===== config.mk =====
export PLATFORM = sky130hd
export DESIGN_NAME = uart_alu_interface
export DESIGN_NICKNAME = d
export VERILOG_FILES = /design/src/rtl/uart_alu_pkg.sv /design/src/rtl/uart_alu_if_timer.sv /design/src/rtl/uart_alu_interface.sv
export SDC_FILE = /design/constraint.sdc
export NUM_CORES = 1
export LEC_CHECK = 0
export CORE_MARGIN = 1.5
export CORE_UTILIZATION = 47
export DETAILED_ROUTE_END_ITERATION = 10
export GPL_ROUTABILITY_DRIVEN = 0
export GPL_TIMING_DRIVEN = 1
export PLACE_DENSITY_LB_ADDON = 0.12
export SETUP_SLACK_MARGIN = 0.3
export SLEW_MARGIN = 20
export SYNTH_ARGS = -nofsm -noshare
export SYNTH_HDL_FRONTEND = slang
export SYNTH_HIERARCHICAL = 1
export SYNTH_SLANG_ARGS = --single-unit

===== constraint.sdc =====
create_clock -name i_clock -period 1.69 [get_ports i_clock]
set_input_delay 0.338 -clock i_clock [delete_from_list [all_inputs] [get_ports i_clock]]
set_output_delay 0.338 -clock i_clock [all_outputs]
set_load 0.01 [all_outputs]

===== src/rtl/uart_alu_pkg.sv =====
// Shared definitions for the UART-to-ALU bridge: default widths and the
// frame-sequencing state encoding.
package uart_alu_pkg;

    localparam int N_BITS_DEF = 8;
    localparam int N_OP_DEF   = 6;

    // Frame sequencing: three received bytes (A, B, opcode), one compute
    // cycle, one transmit request, then wait for the transmitter to finish.
    typedef enum logic [2:0] {
        WAIT_A  = 3'd0,
        WAIT_B  = 3'd1,
        WAIT_OP = 3'd2,
        EXEC    = 3'd3,
        SEND    = 3'd4,
        WAIT_TX = 3'd5
    } state_t;

    // True in the states where a received byte is part of the frame
    // rather than an overrun.
    function automatic logic is_rx_accept_state(input state_t s);
        return (s == WAIT_A) || (s == WAIT_B) || (s == WAIT_OP);
    endfunction

endpackage


===== src/rtl/uart_alu_if_timer.sv =====
// Inter-byte timeout counter for the UART-to-ALU bridge. Only instantiated
// when UART_ALU_IF_TIMEOUT_EN is defined.
module uart_alu_if_timer #(
    parameter int TIMEOUT_CYCLES = 1000000
) (
    input  logic i_clock,
    input  logic i_reset_n,
    input  logic i_count_en,
    input  logic i_clear,
    output logic o_expired
);

    localparam int CW = (TIMEOUT_CYCLES > 1) ? $clog2(TIMEOUT_CYCLES) : 1;
    localparam logic [CW-1:0] LAST = CW'(TIMEOUT_CYCLES - 1);

    logic [CW-1:0] cnt_q;
    logic [CW-1:0] cnt_d;

    // Restart on every accepted byte or whenever the frame is not mid-way;
    // hold at the terminal value so it can never wrap back to zero.
    always_comb begin
        cnt_d = cnt_q;
        if (i_clear || !i_count_en) begin
            cnt_d = '0;
        end else if (cnt_q != LAST) begin
            cnt_d = cnt_q + 1'b1;
        end
    end

    // Counter register with synchronous active-low reset.
    always_ff @(posedge i_clock) begin
        if (!i_reset_n) begin
            cnt_q <= '0;
        end else begin
            cnt_q <= cnt_d;
        end
    end

    assign o_expired = i_count_en && (cnt_q == LAST);

endmodule


===== src/rtl/uart_alu_interface.sv =====
// UART-to-ALU bridge: collects operand A, operand B and an opcode byte from
// a UART receiver, presents them to an external combinational ALU, and hands
// the result to a UART transmitter. Bytes arriving while a result is in
// flight are dropped and flagged on o_overrun.
// Optional inter-byte timeout is compiled in with macro UART_ALU_IF_TIMEOUT_EN;
// without it o_timeout is tied low and the bridge waits indefinitely.
module uart_alu_interface
    import uart_alu_pkg::*;
#(
    parameter int N_BITS         = N_BITS_DEF,
    parameter int N_OP           = N_OP_DEF,
    parameter int TIMEOUT_CYCLES = 1000000
) (
    input  logic              i_clock,
    input  logic              i_reset_n,
    input  logic              i_rx_done_tick,
    input  logic [N_BITS-1:0] i_rx_data,
    input  logic [N_BITS-1:0] i_alu_result,
    input  logic              i_tx_done_tick,
    output logic [N_BITS-1:0] o_alu_a,
    output logic [N_BITS-1:0] o_alu_b,
    output logic [N_OP-1:0]   o_alu_op,
    output logic              o_tx_start,
    output logic [N_BITS-1:0] o_tx_data,
    output logic              o_overrun,
    output logic              o_timeout
);

    state_t            state_q;
    logic [N_BITS-1:0] a_shadow_q;
    logic [N_BITS-1:0] b_shadow_q;
    logic [N_BITS-1:0] alu_a_q;
    logic [N_BITS-1:0] alu_b_q;
    logic [N_OP-1:0]   alu_op_q;
    logic [N_BITS-1:0] tx_data_q;
    logic              tx_start_q;
    logic              overrun_q;

`ifdef UART_ALU_IF_TIMEOUT_EN
    logic timeout_q;
    logic timer_en;
    logic timer_clear;
    logic timer_expired;

    assign timer_en    = (state_q == WAIT_B) || (state_q == WAIT_OP);
    assign timer_clear = i_rx_done_tick && is_rx_accept_state(state_q);

    uart_alu_if_timer #(
        .TIMEOUT_CYCLES(TIMEOUT_CYCLES)
    ) u_timer (
        .i_clock   (i_clock),
        .i_reset_n (i_reset_n),
        .i_count_en(timer_en),
        .i_clear   (timer_clear),
        .o_expired (timer_expired)
    );

    assign o_timeout = timeout_q;
`else
    assign o_timeout = 1'b0;
`endif

    // Frame sequencer with registered outputs. The ALU operand registers are
    // only loaded on the opcode byte so the ALU sees a stable input set while
    // the next frame's operands collect in the shadow registers. Pulses
    // default low every cycle so each lasts exactly one clock.
    always_ff @(posedge i_clock) begin
        if (!i_reset_n) begin
            state_q    <= WAIT_A;
            a_shadow_q <= '0;
            b_shadow_q <= '0;
            alu_a_q    <= '0;
            alu_b_q    <= '0;
            alu_op_q   <= '0;
            tx_data_q  <= '0;
            tx_start_q <= 1'b0;
            overrun_q  <= 1'b0;
`ifdef UART_ALU_IF_TIMEOUT_EN
            timeout_q  <= 1'b0;
`endif
        end else begin
            tx_start_q <= 1'b0;
            overrun_q  <= 1'b0;
`ifdef UART_ALU_IF_TIMEOUT_EN
            timeout_q  <= 1'b0;
`endif
            case (state_q)
                WAIT_A: begin
                    if (i_rx_done_tick) begin
                        a_shadow_q <= i_rx_data;
                        state_q    <= WAIT_B;
                    end
                end
                WAIT_B: begin
                    if (i_rx_done_tick) begin
                        b_shadow_q <= i_rx_data;
                        state_q    <= WAIT_OP;
                    end
`ifdef UART_ALU_IF_TIMEOUT_EN
                    else if (timer_expired) begin
                        timeout_q <= 1'b1;
                        state_q   <= WAIT_A;
                    end
`endif
                end
                WAIT_OP: begin
                    if (i_rx_done_tick) begin
                        alu_a_q  <= a_shadow_q;
                        alu_b_q  <= b_shadow_q;
                        alu_op_q <= i_rx_data[N_OP-1:0];
                        state_q  <= EXEC;
                    end
`ifdef UART_ALU_IF_TIMEOUT_EN
                    else if (timer_expired) begin
                        timeout_q <= 1'b1;
                        state_q   <= WAIT_A;
                    end
`endif
                end
                EXEC: begin
                    tx_data_q <= i_alu_result;
                    overrun_q <= i_rx_done_tick;
                    state_q   <= SEND;
                end
                SEND: begin
                    tx_start_q <= 1'b1;
                    overrun_q  <= i_rx_done_tick;
                    state_q    <= WAIT_TX;
                end
                WAIT_TX: begin
                    overrun_q <= i_rx_done_tick;
                    if (i_tx_done_tick) begin
                        state_q <= WAIT_A;
                    end
                end
                default: begin
                    state_q <= WAIT_A;
                end
            endcase
        end
    end

    assign o_alu_a    = alu_a_q;
    assign o_alu_b    = alu_b_q;
    assign o_alu_op   = alu_op_q;
    assign o_tx_data  = tx_data_q;
    assign o_tx_start = tx_start_q;
    assign o_overrun  = overrun_q;

endmodule


==> results of run 1 <==
==> per-layer routing <==
metal  part of all wire [%]  wire (µm)
met1                     47       1770
met2                     45       1690
met3                    6.9        259
met4                    1.3         48
met5                      0          0
==> power groups by stage <==
stage	Combinational, W	Clock, W	Sequential, W
5_1_grt	0.000242	0.00106	0.00127
4_1_cts	0.000205	0.00101	0.00126
3_3_place_gp	0.000206	0	0.00129
6_report	0.000222	0.000984	0.00126
3_5_place_dp	0.000207	0	0.00129
2_1_floorplan	0.000131	0	0.00128
==> Yosys cell counts, drive strengths merged, types with 7 or more instances <==
| library cell | instances |
|---|---|
| dfxtp | 51 |
| nand2 | 31 |
| o21ai | 31 |
| nand3 | 30 |
| mux2i | 16 |
| nor2b | 16 |
| buf | 12 |
| clkbuf | 7 |
==> flip-flops by register name, summed over array words and instances, names as in the netlist <==
signal / flops
o_alu_op: 6
o_alu_a: 8
state_q: 3
o_tx_data: 8
o_tx_start: 1
o_alu_b: 8
a_shadow_q: 8
b_shadow_q: 8
o_overrun: 1
==> through the flow <==
stage                     utilization (%)  total power, W
after detailed placement             61.8         0.00150
after CTS                            64.3         0.00248
after floorplan                         -         0.00141
final                                65.2         0.00247
after global placement               61.8         0.00149
after global routing                 65.2         0.00257
==> worst min-delay path: cells and delay by family <==
| family | cells | cell delay [ns] |
|---|---|---|
| AOI/OAI and AO/OA | 1 | 0.03 |
| buffers and inverters | 2 | 0.29 |
| and+or+nand+nor | 1 | 0.05 |
==> layout by cell type (no fill, tap or decap), drive strengths merged <==
cell,n
a21oi,2
and3b,1
and4bb,2
buf,8
bufinv,2
clkbuf,6
clkdlybuf4s50,17
clkinvlp,1
conb,1
dfxtp,51
dlygate4sd2,32
dlymetal6s2s,1
inv,2
mux2i,16
nand2,31
nand2b,1
nand3,30
nand3b,2
nor2b,16
nor3b,2
nor4b,2
o21a,1
o21ai,31
o31a,1
==> layout make-up <==
cell class | count | area (µm²) | area share (%)
clock buffers | 5 | 68.8 | 2.62
clock inverters | 3 | 67.6 | 2.57
inverters | 2 | 7.51 | 0.286
multi-input cells | 139 | 826 | 31.4
flip-flops and latches | 51 | 1020 | 39.0
well taps | 50 | 62.6 | 2.38
repair buffers | 59 | 571 | 21.7
==> final timing paths <==
check | startpoint | endpoint | slack, ns
setup reg to reg | state_q[2]$_SDFFE_PN0P_ | o_tx_data[5]$_SDFFE_PN0N_ | 0.43
hold reg to reg | o_alu_a[5]$_SDFFE_PN0P_ | o_alu_a[5]$_SDFFE_PN0P_ | 0.45
setup / recovery | o_alu_b[7]$_SDFFE_PN0P_ | o_alu_b[7] | 0.43
hold / removal | i_rx_done_tick | o_overrun$_SDFF_PN0_ | 0.45
==> logic make-up (layout without fill, tap and decap cells) <==
family	count (synthesis)	in the layout	synth area share (%)
and+or+nand+nor	87	87	23.6
DFF	51	51	51.4
AOI/OAI and AO/OA	35	35	9.50
buffers and inverters	21	69	7.30
muxes	16	16	8.06
other	1	1	0.189
==> timing repair <==
item | CTS | global route
hold buffers | 0 | 0
gates cloned | 0 | 1
setup endpoints to repair | 40 | 12
resized for setup | 33 | 3
setup buffers | 0 | 1
hold endpoints to repair | 0 | 0
pin swaps | 0 | 0
==> run_results.csv, run 1 <==
group,metric,value,unit
placement,dp_cells,299,
timing,holdWs,0.451,ns
synth,seq_area_frac_synth,51.4,%
cts,clk_path_buf_depth,2,
power_and_ir_drop,swShare,21.1,%
routing,ant_nets,0,
cts,cts_tree,"yes",
worst_setup_path,path_depth,1,
power_and_ir_drop,p_leak,1.15,nW
placement,pre_cts_slack,0.0161,ns
cts,cts_sinks,51,
cts,cts-buffers-inserted,5,
timing,fin_worst_skew,0.00568,ns
layout,fin_cells,309,
synth,synth_top_area_share,51.4,%
timing,fin_crit_sh,74.6,%
power_and_ir_drop,p_clk_share,39.9,%
routing,via_per_inst,5.09,
power_and_ir_drop,switching_power,0.000520,W
timing,tns,0,ns
cts,cts-root-buf,"clkbuf_8",
cts,clk_transition_reported_paths,0.09,ns
power_and_ir_drop,internal_power,0.00195,W
routing,vias,1572,
timing,slew_viol_final,0,
worst_setup_path,ff2ff_path_depth,4,
die,io_pins,53,
worst_setup_path,crit_chain,"dlygate4sd2_1",
synth,syn_inst,211,
routing,post-route-drc-count,0,
synth,synth.area.top_cells,"dfxtp_1 51%, mux2i_1 8.1%, nand3_1 7.6%",
synth,postSynthAreaPerCell,9.42,µm²
routing,drt_iter0_drc,67,
global_route,antenna_found_initial,0,
global_route,grt_pass1_vias,1392,
worst_setup_path,endpoint_kind,"primary output",
timing,fin_ws,0.428,ns
global_route,grt_max_degree,45,
power_and_ir_drop,combPwrFrac,9.0,%
synth,synth.largest_area_cell,"dfxtp_1",
placement,dpl-instance-area,2490,µm²
worst_setup_path,critPathTopFamily,"flip-flops",
synth,ys_seq_elements,51,
worst_setup_path,required,1.35,ns
synth,synthArstFlopShare,0,%
worst_setup_path,start_kind,"register",
power_and_ir_drop,seqPwrFrac,51.1,%
min_path,hold_path_class,"in -> reg",
layout,area.growth.synth_to_final,32.1,%
worst_setup_path,critPathKind,"reg -> out",
timing,finalHoldViolCount,0,
die,coreArea,4030,µm²
placement,io_buffers,51,
cts,clk-insertion-delay-late,0.30,ns
worst_setup_path,arrival,0.92,ns
power_and_ir_drop,ir_drop,0.000541,V
global_route,grt_util_met1,21.0,%
min_path,holdPathStages,4,
die,die_area,4630,µm²
job,drv_cap,0,
global_route,grtUsageMet2,28.9,%
placement,hpwl,2.41,mm
routing,wl_per_cell,12.2,µm
worst_setup_path,slowest_stage,"dfxtp_1",
synth,synth-edff-count,0,
routing,drt-total-wl,3.77,mm
layout,antennaDiodeCount,0,
synth,yosysWarnings,6,
die,die_h,68.0,µm
global_route,grt_usage,17.4,%
status,status,"completed",
worst_setup_path,path_max_fanout,2,
worst_setup_path,max_stage_delay,0.35,ns
routing,first_pass_iters,4,
timing,setup_viol,0,
layout,drive_gt1_share,8.88,%
timing,fin_crit,1.26,ns
timing,rsz0062_at_grt,"false",
power_and_ir_drop,p_per_area,940,nW/µm²
synth,ys_types,27,
global_route,grt_pass1_wl,6.04,mm
global_route,grt_overflow_total,0,
global_route,grt_busiest_layer,"met2",
layout,finalInstanceArea,2630,µm²
layout,finalNetCount,278,
die,die_w,68.0,µm
cts,cts_max_level,2,
global_route,gr-usage-met3,6.09,%
die,initial_utilization,49.3,%
worst_setup_path,cp_num_buf_inv,1,
timing,timing.fmax,793,MHz
die,row_count,23,
layout,fillers,394,
synth,synth-main-ff-cell,"dfxtp_1",
synth,synthesis.area,1990,µm²
synth,synth_fp_nets,231,
No activity file was read; power rests on OpenSTA's default activity.
==> inputs of run 2 (changes only) <==
Settings changed: CORE_UTILIZATION 47 to 43.
Clock period 1.69 ns to 1.1 ns, I/O delays scaled along.
==> run 2 against run 1 <==
Effect of this change:
- the flow now finishes with violations (setup timing)
- non-clock buffer count up 14
- largest power group unchanged
- worst hold slack worse by 0.076 ns
- critical path depth up 3
- sequential share of layout area down 3.6 points
- critical endpoint is now o_alu_a[1]$_SDFFE_PN0P_
==> run_results.csv, run 2 (same netlist as run 1, synthesis figures left out) <==
group,metric,value,unit
layout,finalInstanceArea,3020,µm²
layout,fin_cells,325,
global_route,antenna_found_initial,0,
die,row_count,24,
global_route,grt_overflow_total,0,
cts,cts_hold_buffers,0,
placement,io_buffers,51,
layout,area.growth.synth_to_final,52.0,%
power_and_ir_drop,p_leak,1.19,nW
worst_setup_path,critPathKind,"reg -> reg",
placement,hpwl,2.50,mm
timing,rsz0062_at_grt,"true",
worst_setup_path,endpoint_kind,"register",
status,violations,"setup timing",
placement,dp_cells,307,
status,status,"finished with violations",
timing,fin_crit_sh,112,%
layout,finalNetCount,292,
timing,slew_viol_final,0,
routing,post-route-drc-count,0,
die,die_w,71.0,µm
cts,clk_transition_reported_paths,0.09,ns
timing,timing.fmax,812,MHz
layout,multiInputGateArea,940,µm²
global_route,grt_usage,16.8,%
timing,finalHoldViolCount,0,
timing,fin_crit,1.23,ns
min_path,holdPathStages,3,
routing,first_pass_iters,4,
cts,cts-buffers-inserted,5,
global_route,grt_pass1_wl,6.75,mm
cts,cts-root-buf,"clkbuf_8",
worst_setup_path,path_max_fanout,6,
layout,drive_gt1_share,45.1,%
timing,setup_viol,46,
worst_setup_path,reg2reg_from,"state_q[0]$_SDFFE_PN0P_",
routing,via_per_inst,5.08,
die,die_area,5040,µm²
job,drv_cap,0,
die,initial_utilization,45.0,%
die,io_pins,53,
worst_setup_path,reg2reg_to,"o_alu_a[1]$_SDFFE_PN0P_",
worst_setup_path,start_kind,"register",
global_route,grt_pass1_vias,1463,
cts,cts_tree,"yes",
routing,drt_iter0_drc,76,
worst_setup_path,required,1.33,ns
min_path,min_to,"o_overrun$_SDFF_PN0_",
routing,ant_nets,0,
layout,seq_area,1070,µm²
routing,drt-total-wl,4.53,mm
routing,vias,1650,
global_route,grt_max_degree,45,
min_path,hold_start,"i_rx_done_tick",
layout,fillers,371,
timing,fin_worst_skew,0.00738,ns
cts,cts_sinks,51,
layout,antennaDiodeCount,0,
worst_setup_path,ff2ff_path_depth,4,
timing,holdWs,0.375,ns
worst_setup_path,r2r_setup_slack,-0.13,ns
die,coreArea,4410,µm²
power_and_ir_drop,ir_drop,0.000799,V
min_path,hold_path_class,"in -> reg",
worst_setup_path,arrival,1.46,ns
routing,wl_per_cell,14.0,µm
layout,final_cell_mix,"34 x buf_6, 31 x nand2_1, 30 x dfxtp_2",
cts,cts_max_level,2,
cts,clk-insertion-delay-late,0.30,ns
placement,dpl-instance-area,2610,µm²
layout,final_common_cell,"buf_6",
cts,clk_path_buf_depth,2,
power_and_ir_drop,p_per_area,1170,nW/µm²
die,die_h,71.0,µm
timing,fin_ws,-0.132,ns
[run 2: worst max path at each step]
stage | depth (start not counted) | slack, ns | end | startpoint
2_1_floorplan | 5 | -0.03 | a_shadow_q[6]$_SDFFE_PN0P_ | state_q[0]$_SDFFE_PN0P_
3_3_place_gp | 5 | -0.44 | b_shadow_q[0]$_SDFFE_PN0P_ | i_rx_done_tick
3_5_place_dp | 5 | -0.51 | b_shadow_q[1]$_SDFFE_PN0P_ | i_rx_done_tick
4_1_cts | 4 | -0.11 | b_shadow_q[1]$_SDFFE_PN0P_ | state_q[1]$_SDFFE_PN0P_
5_1_grt | 4 | -0.17 | b_shadow_q[2]$_SDFFE_PN0P_ | state_q[2]$_SDFFE_PN0P_
6_report | 4 | -0.13 | o_alu_a[1]$_SDFFE_PN0P_ | state_q[0]$_SDFFE_PN0P_
[run 2: per-layer routing]
| layer | wire length (µm) | GRT usage [%] | up-vias |
|---|---|---|---|
| li1 | - | - | 836 |
| met1 | 2100 | 22.2 | 763 |
| met2 | 2140 | 26.3 | 46 |
| met3 | 235 | 4.99 | 5 |
| met4 | 56 | 5.66 | 0 |
| met5 | 0 | 0 | - |
[run 2: layout make-up]
cell class / count / share of cell area [%]
inverter: 2 / 0.248
timing repair buffer: 73 / 27.8
tap: 52 / 2.15
multi-input combinational: 139 / 31.1
sequential: 51 / 35.4
clock buffer: 8 / 3.31
[run 2: where the power goes]
part	switching, W	internal [W]
combinational	0.000196	0.000241
clock	0.000576	0.000575
sequential	0.0000372	0.00190
[run 2: metrics by stage]
stage,setup TNS [ns],setup slack [ns],power [W],util [%]
after floorplan,-0.811,-0.0289,0.00219,-
after global placement,-15.69,-0.442,0.00235,59.2
after detailed placement,-16.70,-0.509,0.00235,59.2
after CTS,-2.25,-0.115,0.00351,63.9
after global routing,-6.36,-0.167,0.00368,68.5
final,-3.82,-0.132,0.00352,68.5
[run 2: timing repair]
| item | CTS | global route |
|---|---|---|
| resized for setup | 195 | 21 |
| endpoints found under the setup margin | 83 | 83 |
| cloned | 0 | 5 |
| pin swaps | 1 | 8 |
| setup buffers | 3 | 2 |
[run 2: critical path, cell delays in order, from the launching register on]
cell	delay, ns
dfxtp_4	0.36
and4bb_4	0.45
clkbuf_16	0.19
nand3_1	0.08
o21ai_1	0.08
